--- src/rtl/cv_countbit_seq_if.sv ---
`default_nettype none
// ============================================================================
//  Module      : cv_countbit_seq_if
//  Description : Producer/consumer valid-ready bundle for cv_countbit_seq.
//  Revision    : 1.0 - initial release
// ============================================================================
interface cv_countbit_seq_if #(
    parameter int ISIZE = 64,
    parameter int OSIZE = 7
);
    logic             in_valid;
    logic             in_ready;
    logic [ISIZE-1:0] in_data;
    logic             out_valid;
    logic             out_ready;
    logic [OSIZE-1:0] out_count;

    modport master (
        output in_valid,
        output in_data,
        output out_ready,
        input  in_ready,
        input  out_valid,
        input  out_count
    );

    modport slave (
        input  in_valid,
        input  in_data,
        input  out_ready,
        output in_ready,
        output out_valid,
        output out_count
    );
endinterface
`default_nettype wire

--- src/rtl/cv_countbit_seq.sv ---
`default_nettype none
// ============================================================================
//  Module      : cv_countbit_seq
//  Description : Multi-cycle count of CBIT-valued bits, one CSIZE chunk per
//                cycle. Define CV_COUNTBIT_SEQ_EARLY_EXIT_EN to stop as soon
//                as no counted bits remain in the shifted word.
//  Revision    : 1.0 - initial release
// ============================================================================
module cv_countbit_seq #(
    parameter int ISIZE = 64,
    parameter int CSIZE = 8,
    parameter int OSIZE = 7,
    parameter int CBIT  = 1
) (
    input  wire logic        clk,
    input  wire logic        rst,
    cv_countbit_seq_if.slave bus,
    output logic             busy
);

    localparam int c_nchunk = ISIZE / CSIZE;
    localparam int c_idxw   = (c_nchunk > 1) ? $clog2(c_nchunk) : 1;
    localparam logic [c_idxw-1:0] c_last_idx = c_idxw'(c_nchunk - 1);
    localparam logic c_cbit = (CBIT != 0);
    // Vacated top bits carry ~CBIT so they never contribute to the count.
    localparam logic [ISIZE-1:0] c_fill_mask =
        {ISIZE{~c_cbit}} & ~({ISIZE{1'b1}} >> CSIZE);

    typedef enum logic [1:0] {
        c_idle = 2'd0,
        c_run  = 2'd1,
        c_done = 2'd2
    } state_t;

    state_t           r_state;
    logic [ISIZE-1:0] r_sh;
    logic [OSIZE-1:0] r_acc;
    logic [c_idxw-1:0] r_idx;
    logic             r_out_valid;
    logic [OSIZE-1:0] r_out_count;

    logic [OSIZE-1:0] w_chunk_cnt;
    logic [OSIZE-1:0] w_sum;
    logic [ISIZE-1:0] w_sh_next;
    logic             w_exit;

    always_comb begin
        w_chunk_cnt = '0;
        for (int i = 0; i < CSIZE; i++) begin
            if (r_sh[i] == c_cbit) begin
                w_chunk_cnt = w_chunk_cnt + OSIZE'(1);
            end
        end
    end

    assign w_sum     = r_acc + w_chunk_cnt;
    assign w_sh_next = (r_sh >> CSIZE) | c_fill_mask;

`ifdef CV_COUNTBIT_SEQ_EARLY_EXIT_EN
    localparam logic [ISIZE-1:0] c_empty = {ISIZE{~c_cbit}};
    assign w_exit = (w_sh_next == c_empty);
`else
    assign w_exit = 1'b0;
`endif

    always_ff @(posedge clk) begin
        if (rst) begin
            r_state     <= c_idle;
            r_sh        <= '0;
            r_acc       <= '0;
            r_idx       <= '0;
            r_out_valid <= 1'b0;
            r_out_count <= '0;
        end else begin
            case (r_state)
                c_idle: begin
                    if (bus.in_valid) begin
                        r_sh    <= bus.in_data;
                        r_acc   <= '0;
                        r_idx   <= '0;
                        r_state <= c_run;
                    end
                end
                c_run: begin
                    r_acc <= w_sum;
                    r_sh  <= w_sh_next;
                    r_idx <= r_idx + c_idxw'(1);
                    if ((r_idx == c_last_idx) || w_exit) begin
                        r_out_count <= w_sum;
                        r_out_valid <= 1'b1;
                        r_state     <= c_done;
                    end
                end
                c_done: begin
                    if (bus.out_ready) begin
                        r_out_valid <= 1'b0;
                        r_state     <= c_idle;
                    end
                end
                default: begin
                    r_state <= c_idle;
                end
            endcase
        end
    end

    // Reset is the only input allowed to reach an output combinationally.
    assign bus.in_ready  = (r_state == c_idle) && !rst;
    assign bus.out_valid = r_out_valid;
    assign bus.out_count = r_out_count;
    assign busy          = (r_state != c_idle);

endmodule
`default_nettype wire
--- src/flat_wrapper.sv ---
// flat-port wrapper written by rule: the top's interface ports become plain ports
module cv_countbit_seq_flat 
#(
    parameter int ISIZE = 64,
    parameter int CSIZE = 8,
    parameter int OSIZE = 7,
    parameter int CBIT  = 1
)
  (clk, rst, busy, bus_in_valid, bus_in_data, bus_out_ready, bus_in_ready, bus_out_valid, bus_out_count);
  cv_countbit_seq_if #(.ISIZE(ISIZE), .OSIZE(OSIZE)) bus_i ();
  input  wire logic clk;
  input  wire logic rst;
  output logic busy;
  input wire logic [$bits(bus_i.in_valid)-1:0] bus_in_valid;
  input wire logic [$bits(bus_i.in_data)-1:0] bus_in_data;
  input wire logic [$bits(bus_i.out_ready)-1:0] bus_out_ready;
  output wire logic [$bits(bus_i.in_ready)-1:0] bus_in_ready;
  output wire logic [$bits(bus_i.out_valid)-1:0] bus_out_valid;
  output wire logic [$bits(bus_i.out_count)-1:0] bus_out_count;
  assign bus_i.in_valid = bus_in_valid;
  assign bus_i.in_data = bus_in_data;
  assign bus_i.out_ready = bus_out_ready;
  assign bus_in_ready = bus_i.in_ready;
  assign bus_out_valid = bus_i.out_valid;
  assign bus_out_count = bus_i.out_count;
  cv_countbit_seq #(.ISIZE(ISIZE), .CSIZE(CSIZE), .OSIZE(OSIZE), .CBIT(CBIT)) u_core (.clk(clk), .rst(rst), .bus(bus_i), .busy(busy));
endmodule
--- config.mk ---
export PLATFORM = sky130hd
export DESIGN_NAME = cv_countbit_seq_flat
export DESIGN_NICKNAME = d
export VERILOG_FILES = /design/src/rtl/cv_countbit_seq_if.sv /design/src/rtl/cv_countbit_seq.sv /design/src/flat_wrapper.sv
export SDC_FILE = /design/constraint.sdc
export NUM_CORES = 1
export LEC_CHECK = 0
export ABC_AREA = 1
export BUFFER_PORTS_ARGS = -buffer_cell sky130_fd_sc_hd__buf_2
export CAP_MARGIN = 20
export CORE_ASPECT_RATIO = 0.8
export CORE_UTILIZATION = 57
export CTS_BUF_LIST = sky130_fd_sc_hd__clkbuf_2 sky130_fd_sc_hd__clkbuf_4 sky130_fd_sc_hd__clkbuf_8
export DETAILED_ROUTE_END_ITERATION = 6
export PLACE_DENSITY = 0.79
export SYNTH_ARGS = -nofsm -noshare
export SYNTH_HDL_FRONTEND = slang
export SYNTH_SLANG_ARGS = --single-unit
--- constraint.sdc ---
create_clock -name clk -period 5.3 [get_ports clk]
set_input_delay 0.53 -clock clk [delete_from_list [all_inputs] [get_ports clk]]
set_output_delay 0.53 -clock clk [all_outputs]
set_load 0.1 [all_outputs]
==> flow_summary.yaml, run 1 <==
route:
  wl_per_cell_um: 13.4
  drt_first_pass_iters: 5
  ant_nets: 0
  via_count: 3912
  drc: 0
  drt_iter0_drc: 175
  via_per_inst: 5.50
  wl_um: 9540
yosys:
  avgSynthCellArea_um2: 7.37
  synth_cells: 561
  ys_warn_count: 0
  synth_nets: 647
  yosysSeqAreaShare_pct: 40.7
  syn_area_um2: 4140
  synth_seq_cells: 84
  ys_types: 32
sta:
  worst_slack_ns: 0.291
  finalCritPeriodShare_pct: 94.5
  slew_headroom_pct: 42.1
  slew_violations: 0
  setup-violations-final: 0
  worst_slew_pin_slew_ns: 0.867
  max_freq_mhz: 200
  hold_viol_final: 0
  min_period_ns: 5.01
  finalClockSkew_ns: 0.0145
finish:
  area_delta_synth_final_pct: 15.7
  final_cell_mix: "138 x nand2_1, 82 x dfxtp_1, 77 x buf_2"
  stdcell_count: 711
  multi_input_area_um2: 2180
  drive_above_1_share_pct: 22.8
  fin_nets: 705
  final_common_cell: "nand2_1"
  num_antenna_cells: 0
  ff_latch_area_um2: 1680
  fill_cells: 625
global_route:
  grt_pass1_wl_um: 16400
  antenna_found_initial: 0
  grt_pass1_vias: 3611
  grt_max_degree: 80
  track_usage_pct: 26.1
  grt-ovfl-total: 0
worst_hold_path:
  hold_path.class: "input port to register"
status:
  status: "finished, final reports clean"
die:
  core-area_um2: 6960
  num_rows: 27
  die_h_um: 78.2
  die_x_um: 97.2
  start_util_pct: 59.4
  die-area_um2: 7600
  ios: 78
worst_setup_path:
  worst-endpoint-arrival_ns: 5.29
  cp-endpoint: "u_core.r_acc[5]$_SDFFE_PP0P_"
  crit_type: "register to register"
  crit_required_ns: 5.58
  start_kind: "register"
  regToRegEndpoint: "u_core.r_acc[5]$_SDFFE_PP0P_"
  timing.critical_path.from: "u_core.r_sh[0]$_SDFFE_PP0P_"
  endpoint_kind: "register"
  r2r_slack_ns: 0.29
  rr_worst_depth: 30
  slowest_stage: "dfxtp_2"
  cp_max_fo: 4
  r2r_start: "u_core.r_sh[0]$_SDFFE_PP0P_"
  critPathMaxStageDelay_ns: 0.36
pwr:
  p_leak_nw: 2.19
  worst_ir_drop_vdd_mv: 0.217
  fin_total_pwr_mw: 1.53
  power_density_nw_per_um2: 319
placement:
  dp_slack_ns: -0.0185
  portBuffers: 77
  gp_congestion: 0.802
  dp.cells: 694
  dp_hpwl_um: 6430
clock_tree:
  cts_hold_buf: 0
  htree_levels: 3
  clkSinkCount: 84
  cts_buffers: 9
  clk_latency_ns: 0.35
  tritoncts: "built"
  cts_buffer_depth: 2
  cts_root_buffer: "clkbuf_8"
  postCtsSetupRepairBufs: 0
  clk_pin_slew_ns: 0.09
run:
  maxCapViolations: 0
power breakdown:
part | internal (mW) | switching (mW)
Sequential | 0.683 | 0.0316
Combinational | 0.138 | 0.235
Clock | 0.201 | 0.240
Total | 1.02 | 0.507
logic make-up (layout without fill, tap and decap cells):
family,Yosys count,in the layout,synth area share (%)
compound gates,171,171,23.1
flops,84,84,40.7
other cells,1,1,0.0907
simple gates,192,192,20.7
xor+xnor,9,9,1.91
fa+ha+maj,18,18,5.63
buf+inv,86,149,7.96
metal layers:
metal,routed length (um),track usage [%],vias up
met2,4390,42.8,106
li1,-,-,1990
met5,0,0,-
met3,459,5.16,15
met4,144,7.06,0
met1,4550,35.2,1801
cell usage after synthesis:
library cell  instances  area, um2
nand2_4               1       11.3
conb_1                1       3.75
ha_1                 17        213
or2_1                 1       6.26
o22ai_1              24        150
nand3_1              12       60.1
a31oi_1              15       93.8
nand3_2               4       40.0
a21oi_1              65        325
o21ai_1               1       5.00
xor2_1                5       43.8
nand3b_1              1       7.51
clkbuf_1             27        101
o21ai_0              46        230
nand2_1             140        526
a22oi_1              17        128
nand2_2              16        100
inv_1                47        176
nor2_2                3       18.8
o21bai_1              2       15.0
o21ai_2               1       8.76
nor2_1                7       26.3
clkinv_1              1       3.75
nor2_4                3       33.8
nand4_1               2       12.5
or2_2                 2       12.5
buf_2                 5       25.0
dfxtp_1              84       1680
xnor2_1               4       35.0
inv_2                 5       18.8
buf_1                 1       3.75
fa_1                  1       20.0
worst min-delay path by stage:
stage | depth (start not counted) | end | start | slack, ns
after floorplan | 1 | u_core.r_idx[0]$_SDFFE_PP0P_ | u_core.r_idx[0]$_SDFFE_PP0P_ | 0.43
after detailed placement | 2 | u_core.bus.out_count[2]$_SDFFE_PP0P_ | u_core.bus.out_count[2]$_SDFFE_PP0P_ | 0.45
after global routing | 3 | u_core.r_sh[61]$_SDFFE_PP0P_ | bus_in_data[61] | 0.41
final | 3 | u_core.r_sh[62]$_SDFFE_PP0P_ | bus_in_data[62] | 0.42
after global placement | 1 | u_core.r_idx[0]$_SDFFE_PP0P_ | u_core.r_idx[0]$_SDFFE_PP0P_ | 0.45
after CTS | 3 | u_core.r_sh[61]$_SDFFE_PP0P_ | bus_in_data[61] | 0.41
metrics by stage:
stage,hold slack [ns],setup TNS [ns],cell area [um2],utilization (%)
floorplan,0.433,0,4140,-
global placement,0.447,0,4520,65.0
detailed placement,0.453,-0.0185,4520,65.0
CTS,0.415,0,4710,67.7
finish,0.424,0,4790,68.8
global route,0.408,-0.0134,4790,68.8
registers in the layout, indices dropped and copies added (netlist names):
signal	cells
u_core.r_sh	64
u_core.bus.out_count	7
u_core.r_acc	7
u_core.r_idx	3
u_core.r_state	2
u_core.bus.out_valid	1
final cells by class:
cell class / count / share of cell area, %
Inverter: 53 / 4.16
Clock buffer: 11 / 3.16
Clock inverter: 5 / 0.889
Sequential cell: 84 / 35.2
Timing Repair Buffer: 80 / 8.78
Multi-Input combinational cell: 391 / 45.6
Tap cell: 87 / 2.27
worst max-delay path: cells and delay by family (launching register included):
kind,cells,cell delay (ns)
adders and majority gates,6,1.64
and+or+nand+nor,10,1.49
AOI/OAI and AO/OA,6,0.76
DFF,1,0.36
xor gates and xnor gates,2,0.35
buffers and inverters,6,0.33
what timing repair did:
action	4_1_cts	5_1_grt
hold endpoints to repair	0	0
gates resized for setup	1	14
endpoints found under the setup margin	1	8
gates cloned	0	0
pin swaps	0	3
No activity file was read; power rests on OpenSTA's default activity.
==> run 2: changes to the inputs <==
--- a/config.mk
+++ b/config.mk
@@ -9,10 +9,10 @@
 export BUFFER_PORTS_ARGS = -buffer_cell sky130_fd_sc_hd__buf_2
 export CAP_MARGIN = 20
 export CORE_ASPECT_RATIO = 0.8
-export CORE_UTILIZATION = 57
+export CORE_UTILIZATION = 29
 export CTS_BUF_LIST = sky130_fd_sc_hd__clkbuf_2 sky130_fd_sc_hd__clkbuf_4 sky130_fd_sc_hd__clkbuf_8
 export DETAILED_ROUTE_END_ITERATION = 6
-export PLACE_DENSITY = 0.79
+export PLACE_DENSITY = 0.44
 export SYNTH_ARGS = -nofsm -noshare
 export SYNTH_HDL_FRONTEND = slang
 export SYNTH_SLANG_ARGS = --single-unit
==> run 2 against run 1 <==
Combinational power up 2%. Flip-flop and latch count did not move. Sequential power about the same. Cell area rose by 3.6%. Core utilization shrank 33 points. Total power rose by 5.3%. Wire length rose by 14%. Critical path depth up 1.
==> flow_summary.yaml, run 2 (synthesis gave the netlist of run 1 again) <==
finish:
  final_common_cell: "nand2_1"
  final_cell_mix: "138 x nand2_1, 82 x dfxtp_1, 77 x buf_2"
  fin_nets: 709
  area_delta_synth_final_pct: 19.9
  num_antenna_cells: 0
  drive_above_1_share_pct: 23.0
  top_register: "u_core.r_sh"
  largest_register_ffs: 64
  stdcell_count: 807
route:
  wl_um: 10800
  drt_iter0_drc: 173
  top_layer_used: "met4"
  drc: 0
  m1WireLength_um: 5590
  wl_per_cell_um: 13.4
  via_per_inst: 4.73
  wl_met2_um: 4730
  wl_met3_um: 428
  via_count: 3817
  ant_nets: 0
  drt_first_pass_iters: 4
clock_tree:
  cts_buffer_depth: 2
  tritoncts: "built"
  cts_buffers: 9
  clk_latency_ns: 0.35
  clk_pin_slew_ns: 0.09
  htree_levels: 3
  clkSinkCount: 84
  cts_root_buffer: "clkbuf_8"
  cts_hold_buf: 0
die:
  die-area_um2: 14700
  num_rows: 38
  die_h_um: 109
  core-area_um2: 13700
  ios: 78
  die_x_um: 136
  start_util_pct: 30.1
sta:
  max_freq_mhz: 201
  slew_violations: 0
  min_period_ns: 4.97
  slew_headroom_pct: 39.3
  finalClockSkew_ns: 0.0120
  worst_slew_pin_slew_ns: 0.908
  worst_slack_ns: 0.335
  setup-violations-final: 0
  hold_viol_final: 0
  finalCritPeriodShare_pct: 93.7
worst_setup_path:
  critPathMaxStageDelay_ns: 0.35
  slowest_stage: "dfxtp_2"
  cp_max_fo: 4
  start_kind: "register"
  cp_common_cell: "inv_1"
  crit_required_ns: 5.55
  rr_worst_depth: 31
  endpoint_kind: "register"
  worst-endpoint-arrival_ns: 5.21
  crit_type: "register to register"
pwr:
  p_leak_nw: 2.21
  worst_ir_drop_vdd_mv: 0.162
  power_density_nw_per_um2: 325
placement:
  dp.cells: 787
  dp_slack_ns: 0.148
  portBuffers: 77
  dp_hpwl_um: 7150
  gp_congestion: 0.770
worst_hold_path:
  hold_path.class: "input port to register"
  whs_path_depth: 3
global_route:
  grt_pass1_vias: 3803
  track_usage_pct: 15.3
  antenna_found_initial: 0
  grt-ovfl-total: 0
  grt_pass1_wl_um: 17900
  grt_max_degree: 80
status:
  status: "finished, final reports clean"
run:
  maxCapViolations: 0
[run 2: cell count changes in the layout (fill, tap and decap cells not counted), moves of 2 or more]
cell,delta
buf_4,+4
clkinv_4,-2
o21ai_2,-2
bufinv_16,+2
[run 2: area by class of cell]
cell class / instances / area (um2)
Clock buffer: 10 / 138
Tap cell: 180 / 225
Sequential cell: 84 / 1680
Timing Repair Buffer: 84 / 450
Inverter: 53 / 199
Clock inverter: 5 / 83.8
Fill cell: 1518 / 8780
Multi-Input combinational cell: 391 / 2180
[run 2: layer usage]
layer | vias up | global-route usage, %
li1 | 1998 | -
met1 | 1740 | 20.3
met2 | 71 | 24.6
met3 | 8 | 3.58
met4 | 0 | 4.82
met5 | - | 0
[run 2: power by group]
group / switching (mW) / internal, mW / leakage [nW]
registers: 0.0332 / 0.683 / 0.692
clock network: 0.236 / 0.277 / 0.105
logic: 0.237 / 0.144 / 1.42
[run 2: timing repair]
item                                    4_1_cts  5_1_grt
setup buffers                                 0        4
endpoints found under the setup margin        0        8
resized for setup                             0       16
[run 2: critical path: cells and delay by family (launching register included)]
kind / cells / cell delay (ns)
adder cells (fa/ha/maj): 6 / 1.65
AND/OR/NAND/NOR: 9 / 1.32
AO/OA/AOI/OAI: 6 / 0.72
buffers and inverters: 8 / 0.54
flip-flops: 1 / 0.35
XOR/XNOR: 2 / 0.29
[run 2: final timing paths]
check | startpoint | endpoint | slack (ns)
max | u_core.r_sh[1]$_SDFFE_PP0P_ | u_core.bus.out_count[5]$_SDFFE_PP0P_ | 0.33
min | bus_in_data[60] | u_core.r_sh[60]$_SDFFE_PP0P_ | 0.42
max reg2reg | u_core.r_sh[1]$_SDFFE_PP0P_ | u_core.bus.out_count[5]$_SDFFE_PP0P_ | 0.33
min reg2reg | u_core.bus.out_count[2]$_SDFFE_PP0P_ | u_core.bus.out_count[2]$_SDFFE_PP0P_ | 0.46
[run 2: metrics by stage]
step	utilization, %	hold slack, ns	TNS (ns)	area, um2	power, mW
after floorplan	-	0.433	0	4140	0.988
after global placement	33.7	0.445	0	4640	1.08
after detailed placement	33.7	0.450	0	4640	1.08
after CTS	35.4	0.397	0	4860	1.60
after global routing	36.1	0.402	-0.0410	4960	1.71
final	36.1	0.417	0	4960	1.61
==> run 3: changes to the inputs <==
--- a/config.mk
+++ b/config.mk
@@ -5,7 +5,6 @@
 export SDC_FILE = /design/constraint.sdc
 export NUM_CORES = 1
 export LEC_CHECK = 0
-export ABC_AREA = 1
 export BUFFER_PORTS_ARGS = -buffer_cell sky130_fd_sc_hd__buf_2
 export CAP_MARGIN = 20
 export CORE_ASPECT_RATIO = 0.8
==> run 3 against run 2 <==
Via count up 10%. Setup slack better by 0.0048 ns. Area after synthesis up 9.9%. Combinational power up 5.5%. Clock skew up 0.00093 ns. Cell count up 8.4%. Register-to-register slack about the same. Core utilization down 0.75 points. Sequential share of layout area down 2.5 points.
==> flow_summary.yaml, run 3 <==
die:
  start_util_pct: 30.0
  die_h_um: 114
  die_x_um: 142
  ios: 78
  die-area_um2: 16200
  num_rows: 40
  core-area_um2: 15200
worst_setup_path:
  critPathMaxStageDelay_ns: 0.35
  crit_path_cell_trace: "inv_1, ha_4, xnor2_4, or3_1, a31oi_1, ha_1, nand2_1, nand2_1, ha_1, nor2b_1, a21oi_2, ha_1, mux2_2, ha_1, mux2_2, inv_1, fa_2, nor2b_1, o21ai_1, a21boi_2, o21a_1, or3_1, a32oi_1, nor2_1"
  slowest_stage: "dfxtp_2"
  cp_common_cell: "ha_1"
  r2r_start: "u_core.r_sh[0]$_SDFFE_PP0P_"
  worst-endpoint-arrival_ns: 5.21
  endpoint_kind: "register"
  regToRegEndpoint: "u_core.r_acc[6]$_SDFFE_PP0P_"
  rr_worst_depth: 24
  cp_max_fo: 5
  r2r_slack_ns: 0.34
  timing.critical_path.from: "u_core.r_sh[0]$_SDFFE_PP0P_"
  cp-endpoint: "u_core.r_acc[6]$_SDFFE_PP0P_"
  crit_required_ns: 5.55
  crit_family: "adder cells"
  worst-path-buf-inv: 2
  crit_type: "register to register"
  start_kind: "register"
  cp_num_cells: 24
pwr:
  worst_ir_drop_vdd_mv: 0.143
  comb_power_share_pct: 24.4
  internal_power_mw: 1.15
  p_switching_mw: 0.501
  clkPwrFrac_pct: 32.1
  seq_power_share_pct: 43.5
  swShare_pct: 30.4
  p_leak_nw: 2.34
  power_density_nw_per_um2: 307
finish:
  final_common_cell: "nor2_1"
  fin_area_um2: 5360
  area_delta_synth_final_pct: 17.9
  final_cell_mix: "156 x nor2_1, 80 x dfxtp_1, 77 x buf_2"
  drive_above_1_share_pct: 20.8
  stdcell_count: 875
  top_register: "u_core.r_sh"
  fin_nets: 746
  num_antenna_cells: 0
  fill_cells: 1632
  largest_register_ffs: 64
clock_tree:
  cts_buffer_depth: 2
  clk_latency_ns: 0.37
  tritoncts: "built"
  htree_levels: 3
  cts_root_buffer: "clkbuf_8"
  cts_buffers: 9
  clk_pin_slew_ns: 0.08
  cts_hold_buf: 0
  clkSinkCount: 84
sta:
  setup-violations-final: 0
  finalCritPeriodShare_pct: 93.6
  finalClockSkew_ns: 0.0130
  worst_hold_slack_ns: 0.394
  slew_violations: 0
  max_freq_mhz: 202
  setup_tns_ns: 0
  hold_viol_final: 0
  slew_headroom_pct: 47.5
  worst_slew_pin_slew_ns: 0.787
  min_period_ns: 4.96
global_route:
  grt_pass1_vias: 4177
  grt_pass1_wl_um: 20500
  antenna_found_initial: 1
  grt_max_degree: 73
  track_usage_pct: 16.2
  grt-ovfl-total: 0
yosys:
  syn_area_um2: 4550
  ys_types: 47
  ys_warn_count: 0
  yosysSeqAreaShare_pct: 37.0
  synth_seq_cells: 84
  synth.top_cells.by_count: "157 x nor2_1, 84 x dfxtp_1, 64 x a21oi_1, 54 x nand2_1, 41 x clkbuf_1"
  synth_area_leaders: "dfxtp_1 37%, nor2_1 13%, a21oi_1 7.0%"
  synth-async-reset-ratio_pct: 0
  synth_top_area_cell: "dfxtp_1"
  synth_cells: 610
  synth-main-ff-cell: "dfxtp_1"
  synth_most_common_cell: "nor2_1"
  yosys.area.top_type_share_pct: 37.0
  synth_nets: 696
  synth_edf_count: 0
  avgSynthCellArea_um2: 7.45
route:
  via_per_inst: 4.80
  wl_um: 12100
  drc: 0
  ant_nets: 0
  wl_per_cell_um: 13.9
  drt_first_pass_iters: 5
  drt_iter0_drc: 214
  via_count: 4204
status:
  status: "finished, final reports clean"
worst_hold_path:
  hp-start: "bus_in_data[61]"
  hold_path.class: "input port to register"
run:
  maxCapViolations: 0
placement:
  dp.cells: 858
  gp_congestion: 0.781
  dpl_cell_area_um2: 5090
  portBuffers: 77
  dp_hpwl_um: 8010
-- run 3: cell types whose count changed in the layout (fill, tap and decap cells not counted), moves of 6 or more --
cell	before	now
nand3_1	12	4
nand2_2	16	1
a2111oi_0	0	6
inv_1	45	24
nand2_1	138	53
o22ai_1	24	0
nor2b_1	0	30
nor2_1	7	156
a31oi_1	15	1
a311oi_1	0	15
nor3_1	0	24
o21ai_0	44	4
inv_2	7	0
o221a_2	0	11
-- run 3: worst min path at each step --
stage / to / slack (ns) / cells after the start
global placement: u_core.bus.out_count[0]$_SDFFE_PP0P_ / 0.45 / 2
detailed placement: u_core.bus.out_count[4]$_SDFFE_PP0P_ / 0.45 / 2
global route: u_core.r_sh[59]$_SDFFE_PP0P_ / 0.38 / 3
finish: u_core.r_sh[61]$_SDFFE_PP0P_ / 0.39 / 3
floorplan: u_core.r_sh[1]$_SDFFE_PP0P_ / 0.46 / 2
CTS: u_core.r_sh[59]$_SDFFE_PP0P_ / 0.38 / 3
-- run 3: cell type report --
type                       instances  area [um2]  area share (%)
inverter                          24        90.1            1.68
clock buffer                      12         153            2.85
multi-input combinational        455        2640            49.3
tap                              210         263            4.90
sequential                        84        1690            31.5
timing repair buffer              86         453            8.45
clock inverter                     4        72.6            1.35
-- run 3: per-stage QoR --
stage | worst slack [ns] | power (mW) | util (%)
floorplan | 0.449 | 1.01 | -
global placement | 0.194 | 1.11 | 33.6
detailed placement | 0.0509 | 1.12 | 33.6
CTS | 0.0351 | 1.66 | 35.0
global route | -0.0231 | 1.76 | 35.3
finish | 0.340 | 1.65 | 35.3
-- run 3: worst reg2reg max path, delay by kind of cell, from the launching register on --
| kind | cells | cell delay (ns) |
|---|---|---|
| xor+xnor | 1 | 0.15 |
| buf+inv | 2 | 0.17 |
| flops | 1 | 0.35 |
| compound gates | 6 | 0.90 |
| fa+ha+maj | 6 | 1.66 |
| simple gates | 7 | 1.04 |
| mux | 2 | 0.57 |
-- run 3: kinds of logic after synthesis --
kind of cell	synth area share (%)
muxes	1.05
other	0.0825
AOI/OAI and AO/OA	19.2
xor gates and xnor gates	4.49
adders and majority gates	5.34
DFF	37.0
and+or+nand+nor	26.9
buffers and inverters	5.89
-- run 3: repair_timing --
item | 4_1_cts | 5_1_grt
endpoints found under the setup margin | 0 | 6
setup buffers | 0 | 1
resized for setup | 0 | 11
hold endpoints to repair | 0 | 0
-- run 3: layer usage --
| metal | wire length, um | GRT usage, % |
|---|---|---|
| met1 | 5910 | 20.5 |
| met4 | 80 | 3.66 |
| met2 | 5550 | 26.8 |
| met3 | 587 | 5.16 |
| met5 | 13 | 0 |
-- run 3: power by group through the flow --
stage	sequential [mW]	combinational, mW	clock [mW]
after CTS	0.715	0.391	0.551
after global placement	0.728	0.379	0
after floorplan	0.717	0.293	0
after global routing	0.723	0.456	0.577
final	0.715	0.402	0.529
after detailed placement	0.730	0.388	0
